--- config.mk ---
export PLATFORM = sky130hd
export DESIGN_NAME = seq_detect_param_flat
export DESIGN_NICKNAME = d
export VERILOG_FILES = /design/src/rtl/seq_detect_param_pkg.sv /design/src/rtl/seq_detect_param_if.sv /design/src/rtl/seq_detect_param_sat_counter.sv /design/src/rtl/seq_detect_param.sv /design/src/flat_wrapper.sv
export SDC_FILE = /design/constraint.sdc
export NUM_CORES = 1
export LEC_CHECK = 0
export BUFFER_PORTS_ARGS = -buffer_cell sky130_fd_sc_hd__buf_2
export CORE_MARGIN = 5
export CORE_UTILIZATION = 32
export DETAILED_ROUTE_END_ITERATION = 10
export PLACE_DENSITY_LB_ADDON = 0.05
export SLEW_MARGIN = 20
export SYNTH_ARGS = -nofsm -noshare
export SYNTH_HDL_FRONTEND = slang
export SYNTH_SLANG_ARGS = --single-unit
--- constraint.sdc ---
create_clock -name clk -period 2.4 [get_ports clk]
set_input_delay 0.48 -clock clk [delete_from_list [all_inputs] [get_ports clk]]
set_output_delay 0.48 -clock clk [all_outputs]
set_load 0.02 [all_outputs]
--- src/rtl/seq_detect_param_pkg.sv ---
// Shared definitions for the programmable serial pattern detector.
// Reset defaults reproduce the legacy fixed 101101 non-overlapping detector.
package seq_detect_pkg;

  localparam logic [5:0] DEF_PATTERN = 6'b101101;
  localparam int         DEF_LEN     = 6;
  localparam logic       DEF_OVERLAP = 1'b0;

  // What the detector does with the current cycle.
  typedef enum logic [1:0] {
    ACT_HOLD  = 2'd0,
    ACT_SHIFT = 2'd1,
    ACT_LOAD  = 2'd2
  } act_e;

  // cfg_len must be able to hold the value MAX_LEN itself.
  function automatic int len_w(input int max_len);
    return $clog2(max_len) + 1;
  endfunction

endpackage

--- src/rtl/seq_detect_param_if.sv ---
// Serial stream, count control and match status between the input stage,
// the detector and the status/interrupt logic.
interface seq_detect_if #(
  parameter int CNT_W = 8
);

  logic             in_valid;
  logic             data_in;
  logic             cnt_clr;
  logic             match;
  logic [CNT_W-1:0] match_cnt;

  modport master (
    output in_valid,
    output data_in,
    output cnt_clr,
    input  match,
    input  match_cnt
  );

  modport slave (
    input  in_valid,
    input  data_in,
    input  cnt_clr,
    output match,
    output match_cnt
  );

endinterface

--- src/rtl/seq_detect_param_sat_counter.sv ---
// Saturating up-counter with a synchronous clear that overrides increment.
module sat_counter #(
  parameter int W = 8
) (
  input  logic         clk,
  input  logic         rst_n,
  input  logic         inc,
  input  logic         clr,
  output logic [W-1:0] q
);

  always_ff @(posedge clk or negedge rst_n) begin
    if (!rst_n) begin
      q <= '0;
    end else if (clr) begin
      q <= '0;
    end else if (inc && (q != '1)) begin
      q <= q + W'(1);
    end
  end

endmodule

--- src/rtl/seq_detect_param.sv ---
// Runtime-programmable serial pattern detector: compares the newest len
// accepted bits against pat, with overlapping or non-overlapping matching.
module seq_detect_param
  import seq_detect_pkg::*;
#(
  parameter int MAX_LEN = 8,
  parameter int CNT_W   = 8,
  parameter int LEN_W   = len_w(MAX_LEN)
) (
  input  logic               clk,
  input  logic               rst_n,
  input  logic               cfg_we,
  input  logic [MAX_LEN-1:0] cfg_pattern,
  input  logic [LEN_W-1:0]   cfg_len,
  input  logic               cfg_overlap,
  seq_detect_if.slave        bus
);

  localparam logic [LEN_W-1:0] LEN_MAX = LEN_W'(MAX_LEN);

  logic [MAX_LEN-1:0] hist;
  logic [MAX_LEN-1:0] hist_n;
  logic [MAX_LEN-1:0] pat;
  logic [MAX_LEN-1:0] len_mask;
  logic [LEN_W-1:0]   fill;
  logic [LEN_W-1:0]   fill_n;
  logic [LEN_W-1:0]   len;
  logic [LEN_W-1:0]   cfg_len_c;
  logic               ovl;
  logic               hit;
  act_e               act;

  // A config write takes priority and swallows any bit offered alongside it.
  always_comb begin
    act = ACT_HOLD;
    if (cfg_we) begin
      act = ACT_LOAD;
    end else if (bus.in_valid) begin
      act = ACT_SHIFT;
    end
  end

  always_comb begin
    hist_n = {hist[MAX_LEN-2:0], bus.data_in};
    fill_n = (fill == LEN_MAX) ? fill : fill + LEN_W'(1);
    for (int i = 0; i < MAX_LEN; i++) begin
      len_mask[i] = (i < int'(len));
    end
    hit = (act == ACT_SHIFT) && (len != '0) && (fill_n >= len) &&
          (((hist_n ^ pat) & len_mask) == '0);
    cfg_len_c = (cfg_len > LEN_MAX) ? LEN_MAX : cfg_len;
  end

  // Non-overlapping mode empties fill on a hit so later matches need fresh bits.
  always_ff @(posedge clk or negedge rst_n) begin
    if (!rst_n) begin
      hist      <= '0;
      fill      <= '0;
      bus.match <= 1'b0;
      pat       <= MAX_LEN'(DEF_PATTERN);
      len       <= LEN_W'(DEF_LEN);
      ovl       <= DEF_OVERLAP;
    end else begin
      case (act)
        ACT_LOAD: begin
          pat       <= cfg_pattern;
          len       <= cfg_len_c;
          ovl       <= cfg_overlap;
          hist      <= '0;
          fill      <= '0;
          bus.match <= 1'b0;
        end
        ACT_SHIFT: begin
          hist      <= hist_n;
          bus.match <= hit;
          fill      <= (hit && !ovl) ? '0 : fill_n;
        end
        default: begin
          bus.match <= 1'b0;
        end
      endcase
    end
  end

  sat_counter #(
    .W (CNT_W)
  ) u_match_cnt (
    .clk   (clk),
    .rst_n (rst_n),
    .inc   (hit),
    .clr   (bus.cnt_clr),
    .q     (bus.match_cnt)
  );

endmodule
--- src/flat_wrapper.sv ---
// flat-port wrapper written by rule: the top's interface ports become plain ports
module seq_detect_param_flat import seq_detect_pkg::*;
#(
  parameter int MAX_LEN = 8,
  parameter int CNT_W   = 8,
  parameter int LEN_W   = len_w(MAX_LEN)
)
  (clk, rst_n, cfg_we, cfg_pattern, cfg_len, cfg_overlap, bus_in_valid, bus_data_in, bus_cnt_clr, bus_match, bus_match_cnt);
  seq_detect_if #(.CNT_W(CNT_W)) bus_i ();
  input  logic clk;
  input  logic rst_n;
  input  logic cfg_we;
  input  logic [MAX_LEN-1:0] cfg_pattern;
  input  logic [LEN_W-1:0] cfg_len;
  input  logic cfg_overlap;
  input wire logic [$bits(bus_i.in_valid)-1:0] bus_in_valid;
  input wire logic [$bits(bus_i.data_in)-1:0] bus_data_in;
  input wire logic [$bits(bus_i.cnt_clr)-1:0] bus_cnt_clr;
  output wire logic [$bits(bus_i.match)-1:0] bus_match;
  output wire logic [$bits(bus_i.match_cnt)-1:0] bus_match_cnt;
  assign bus_i.in_valid = bus_in_valid;
  assign bus_i.data_in = bus_data_in;
  assign bus_i.cnt_clr = bus_cnt_clr;
  assign bus_match = bus_i.match;
  assign bus_match_cnt = bus_i.match_cnt;
  seq_detect_param #(.MAX_LEN(MAX_LEN), .CNT_W(CNT_W), .LEN_W(LEN_W)) u_core (.clk(clk), .rst_n(rst_n), .cfg_we(cfg_we), .cfg_pattern(cfg_pattern), .cfg_len(cfg_len), .cfg_overlap(cfg_overlap), .bus(bus_i));
endmodule
## Yosys cells after proc, flatten, opt, wreduce, memory -nomap -nowiden

Cells that the tools add are included.

- Add/sub/neg operators: 2
- Magnitude comparators: 10
- Eq/ne operators: 4
- Muxes and demuxes: 10
- Bitwise operators: 2
- Reductions and logical operators: 10

Operators by type and width:

| kind | count |
|---|---|
| 3-bit by 4-bit < comparator with 1-bit output, first input constant | 4 |
| 8-bit 2-to-1 mux | 2 |
| 7-bit case mux with 2 select lines | 1 |
| 4-bit 2-to-1 mux | 3 |
| 8-bit by 1-bit adder with 8-bit output, second input constant | 1 |
| 8-bit AND | 1 |
| 8-bit zero test | 1 |
| 1-bit by 4-bit < comparator with 1-bit output, first input constant | 2 |
| 2-bit by 4-bit < comparator with 1-bit output, first input constant | 2 |
| 8-bit inequality test, second input constant | 1 |
| 4-bit case mux with 2 select lines | 1 |
| 8-bit bitwise XOR | 1 |
| 1-bit logical AND | 5 |
| 4-bit by 1-bit adder with 4-bit output, second input constant | 1 |
| 4-bit == test, second input constant | 1 |
| 4-bit greater-or-equal comparator | 1 |
| 4-bit > comparator, second input constant | 1 |
| 2-bit nonzero test | 2 |
| 4-bit nonzero test | 1 |
| 2-bit by 1-bit == test with 1-bit output, second input constant | 1 |
| 2-bit == test, second input constant | 1 |
| 1-bit 2-to-1 mux | 2 |
| 2-bit 2-to-1 mux | 1 |
| 1-bit zero test | 1 |

- Flip-flop bits (word level): 33
- Input bits: 19
- Output and inout bits: 9
- Word-level logic and storage cells: 45

## Depth between registers and ports, before layout

- Word-level depth: 9
- Mapped depth: 13
- Depth with buffers taken out: 12

## Modules after synthesis

From an unflattened synthesis, not the netlist that was laid out.

- Cells, all modules: 175
- Area total of the unflattened synthesis: 1818.0 sq um

By module, submodules not included:

| module | times used | cells an instance | area an instance (sq um) |
|---|---|---|---|
| seq_detect_param | 1 | 126 | 1353.8 |
| sat_counter | 1 | 49 | 464.2 |

## Least setup slack after synthesis

No wires, ideal clock.

- Kind: flip-flop to flip-flop
- From: reg u_core.fill[0]
- To: reg u_core.u_match_cnt.q[4]
- Arrival: 2.445 ns
- Slack: -0.111 ns
- Cell stages (with the launch flop): 13
- Clock period less this slack: 2.511 ns
- Cell sequence: dfrtp_1 inv_1 ha_1 nand2_1 nor2_1 xnor2_1 ha_1 o21ai_0 a222oi_1 nand4_1 buf_2 or4_1 nand2_1

- Word-level cells in the longest chain between the ends: 7
- Elaborated cells between the ends (all ways): 8
- Classes of those cells: add/sub: 1; order compare: 1; eq/ne: 1; mux: 1; reduce/logical: 4

RTL lines:

| item | RTL line | source |
|---|---|---|
| start, declared | seq_detect_param.sv:25 | `logic [LEN_W-1:0] fill;` |
| start signal, assigned | seq_detect_param.sv:76 | `fill <= (hit && !ovl) ? '0 : fill_n;` |
| 4-bit by 1-bit adder with 4-bit output / 4-bit == test (equally long branches) | seq_detect_param.sv:45 | `fill_n = (fill == LEN_MAX) ? fill : fill + LEN_W'(1);` |
| 4-bit 2-to-1 mux * | seq_detect_param.sv:45 |  |
| 4-bit greater-or-equal comparator * | seq_detect_param.sv:49 | `hit = (act == ACT_SHIFT) && (len != '0) && (fill_n >= len) &&` |
| 1-bit logical AND * (2 in a row) | seq_detect_param.sv:49 |  |
| 1-bit logical AND * | seq_detect_param_sat_counter.sv:17 | `end else if (inc && (q != '1)) begin` |
| 2-bit nonzero test (no source line) * | n/a |  |
| end signal, assigned | seq_detect_param_sat_counter.sv:18 | `q <= q + W'(1);` |
| end, declared | seq_detect_param_sat_counter.sv:9 | `output logic [W-1:0] q` |

Mark *: on every way between the ends. The rest lies on a longest branch, timed or not.
A chain may end at the register's enable or synchronous reset.

## Final worst setup path

- From: reg u_core.fill[0]
- To: reg u_core.u_match_cnt.q[5]

The elaborated chain is that of the path after synthesis.

==> results.cfg <==
[run_status]
outcome = finished, violations left
violations = setup timing

[logic_synthesis]
synth_fp_nets = 186
synth_seq_cells = 33
synth_edf_count = 0
yosys-top-cells-count = dfrtp_1, nor2_1, o21ai_0
ys_top_cells_by_area = dfrtp_1, dfstp_2, mux2_2, mux2i_1, ha_1
synth_top_area_share_pct = 39.5
syn_inst = 160
ys_async_sr_fraction_pct = 100
avgSynthCellArea_um2 = 10.7
synth-main-ff-cell = dfrtp_1
synth_area_um2 = 1710
ys_seq_area_share_pct = 48.7
yosysWarnings = 0
synth_cell_types = 35
yosysMostFrequentCell = dfrtp_1
synth_top_area_cell = dfrtp_1

[floorplan]
coreArea_um2 = 5140
initial_utilization_pct = 33.3
rows = 26
die_area_um2 = 6910
io-pin-count = 28
die_y_um = 83.1
dieWidth_um = 83.1

[place]
hpwl_um = 2770
io_buffers = 27
place_congestion = 0.810
place_ws_ps = -238
dp_cells = 264
placed_cell_area_um2 = 1990

[setup_path]
reg2reg_depth = 12
crit_start = u_core.fill[0]$_DFFE_PN0P_
reg2reg_slack_ps = -210
crit_path_end_kind = flop
worst_ep_arrival_time_ps = 2830
r2r-start = u_core.fill[0]$_DFFE_PN0P_
cp_max_fo = 5
reg2reg_to = u_core.u_match_cnt.q[5]$_DFFE_PN0P_
critical_path_class = flop to flop
critPathLaunchType = flop
required_ps = 2620

[clock_network]
clock_path_buffers = 2
clk_latency_ps = 290
clock_tree.root_cell = clkbuf_8
cts_tree = done
clock-sinks = 33
numCtsBuffers = 5
cts-htree-levels = 2
cts_hold_buf = 0
clkTransAtPathRegs_ps = 70

[grt]
met3_usage_pct = 2.87
antenna_found_initial = 0
grt.total_usage_pct = 11.4
grt_most_used_layer = met2
grt_pass1_vias = 1314
grt_max_degree = 34
grt_pass1_wl_um = 6430
met2_usage_pct = 17.3
grt_util_met1_pct = 15.5
gr-total-overflow = 0

[drt]
drcViolationCount = 0
ant_nets = 0
wl_um = 3880
drt-initial-drc-count = 73
wire_per_inst_um = 14.1
vias_per_cell = 4.73
firstDrtPassIters = 4
vias = 1302

[timing]
clock_skew_ps = 6.55
final.setup.worst_slack_ps = -209
final_hold_viol_count = 0
setup_viol = 6
fmax_ghz = 0.383
rsz0062_at_grt = yes
tightest_slew_ps = 750
drv_slew = 0
maxSlewHeadroom_pct = 50.0
period_needed_ps = 2610
finalCritPeriodShare_pct = 109

[pwr]
power_density_nw_per_um2 = 549
power.internal_w = 0.000879
p_sw_share_pct = 26.4
p_sw_w = 0.000315
vdd_drop_max_mv = 0.292
power_frac_seq_pct = 51.2
p_leak_nw = 0.991
pwr-share-clk_pct = 34.4
p_comb_share_pct = 14.5

[hold_path]
hold_class = input pin to async pin

[final_layout]
final_area_um2 = 2180
nets = 230
layout-drive-gt1-share_pct = 38.5
layout.cells.non_filler = 275
diodes = 0
synthToLayoutAreaGrowth_pct = 27.3

[flow_run]
cap_viol_max_count = 0
critical path: stages, from the launching register on:
cell      delay (ps)
dfrtp_1          400
inv_2             80
ha_4             130
nand2_4           50
nor2_4           100
xnor2_2           80
ha_1             280
o21ai_1           50
a222oi_1         410
nand4_1          170
buf_6            170
or4_4            470
a21oi_2          130
power by group through the flow:
stage / Sequential [W] / Combinational (W) / Clock, W
final: 0.000611 / 0.000173 / 0.000411
after global routing: 0.000615 / 0.000198 / 0.000444
after CTS: 0.000611 / 0.000171 / 0.000428
after detailed placement: 0.000621 / 0.000161 / 0
after global placement: 0.000620 / 0.000158 / 0
after floorplan: 0.000618 / 0.0000953 / 0
layout by cell type, fill, tap and decap left out, types with 2 or more instances in the layout:
cell,count
nand3_1,4
nand2_1,8
clkbuf_8,5
nand3b_1,3
nor2_1,13
mux2i_1,8
nand4_1,2
o21ai_0,10
buf_6,2
a32o_1,3
inv_2,2
a21oi_1,4
ha_1,4
nor2b_1,2
mux2_2,9
buf_2,27
buf_4,14
dfrtp_1,27
ha_4,2
or3_1,4
xor2_1,2
dfstp_2,6
xnor2_1,8
inv_1,6
clkinv_2,2
nor3_1,2
o31ai_1,2
or4_1,2
o22ai_1,2
worst max-delay path by stage:
stage | end | slack, ps
5_1_grt | u_core.u_match_cnt.q[5]$_DFFE_PN0P_ | -320
4_1_cts | u_core.u_match_cnt.q[5]$_DFFE_PN0P_ | -190
2_1_floorplan | u_core.u_match_cnt.q[4]$_DFFE_PN0P_ | -90
6_report | u_core.u_match_cnt.q[5]$_DFFE_PN0P_ | -210
3_3_place_gp | u_core.u_match_cnt.q[5]$_DFFE_PN0P_ | -180
3_5_place_dp | u_core.u_match_cnt.q[5]$_DFFE_PN0P_ | -240
through the flow:
step	TNS, ps	utilization, %	total power (W)	hold WS, ps
finish	-948	42.4	0.00119	256
global placement	-740	38.8	0.000778	486
detailed placement	-1150	38.8	0.000782	492
global route	-2070	42.4	0.00126	324
CTS	-535	41.5	0.00121	285
floorplan	-132	-	0.000713	184
flip-flops by register name, summed over array words and instances, names as in the netlist:
register and count:
u_core.pat 8, u_core.u_match_cnt.q 8, u_core.hist 7, u_core.fill 4, u_core.len 4, u_core.bus.match 1
u_core.ovl 1
cells by family (layout without fill, tap and decap cells):
| family | after synthesis | in the layout | synth area share (%) |
|---|---|---|---|
| mux | 19 | 19 | 11.9 |
| buf+inv | 14 | 59 | 4.02 |
| flops | 33 | 33 | 48.7 |
| xor+xnor | 11 | 11 | 5.63 |
| compound gates | 26 | 26 | 9.44 |
| simple gates | 50 | 50 | 15.2 |
| fa+ha+maj | 7 | 7 | 5.12 |
repair_timing:
item,4_1_cts,5_1_grt
buffers inserted,2,1
endpoints found under the setup margin,11,11
pin swaps,12,12
resized for setup,10,8
routing by layer:
layer / share of wire (%) / wire length [µm]
met2: 46 / 1780
met3: 4.0 / 154
met5: 0 / 0
met4: 2.0 / 77
met1: 48 / 1870
area by class of cell:
| cell class | count | area [µm²] |
|---|---|---|
| fillers | 553 | 2960 |
| multi-input cells | 113 | 881 |
| flip-flops and latches | 33 | 833 |
| repair buffers | 43 | 263 |
| well taps | 70 | 87.6 |
| clock buffers | 6 | 72.6 |
| inverters | 8 | 30.0 |
| clock inverters | 2 | 10.0 |
(Power assumes the default switching activity.)
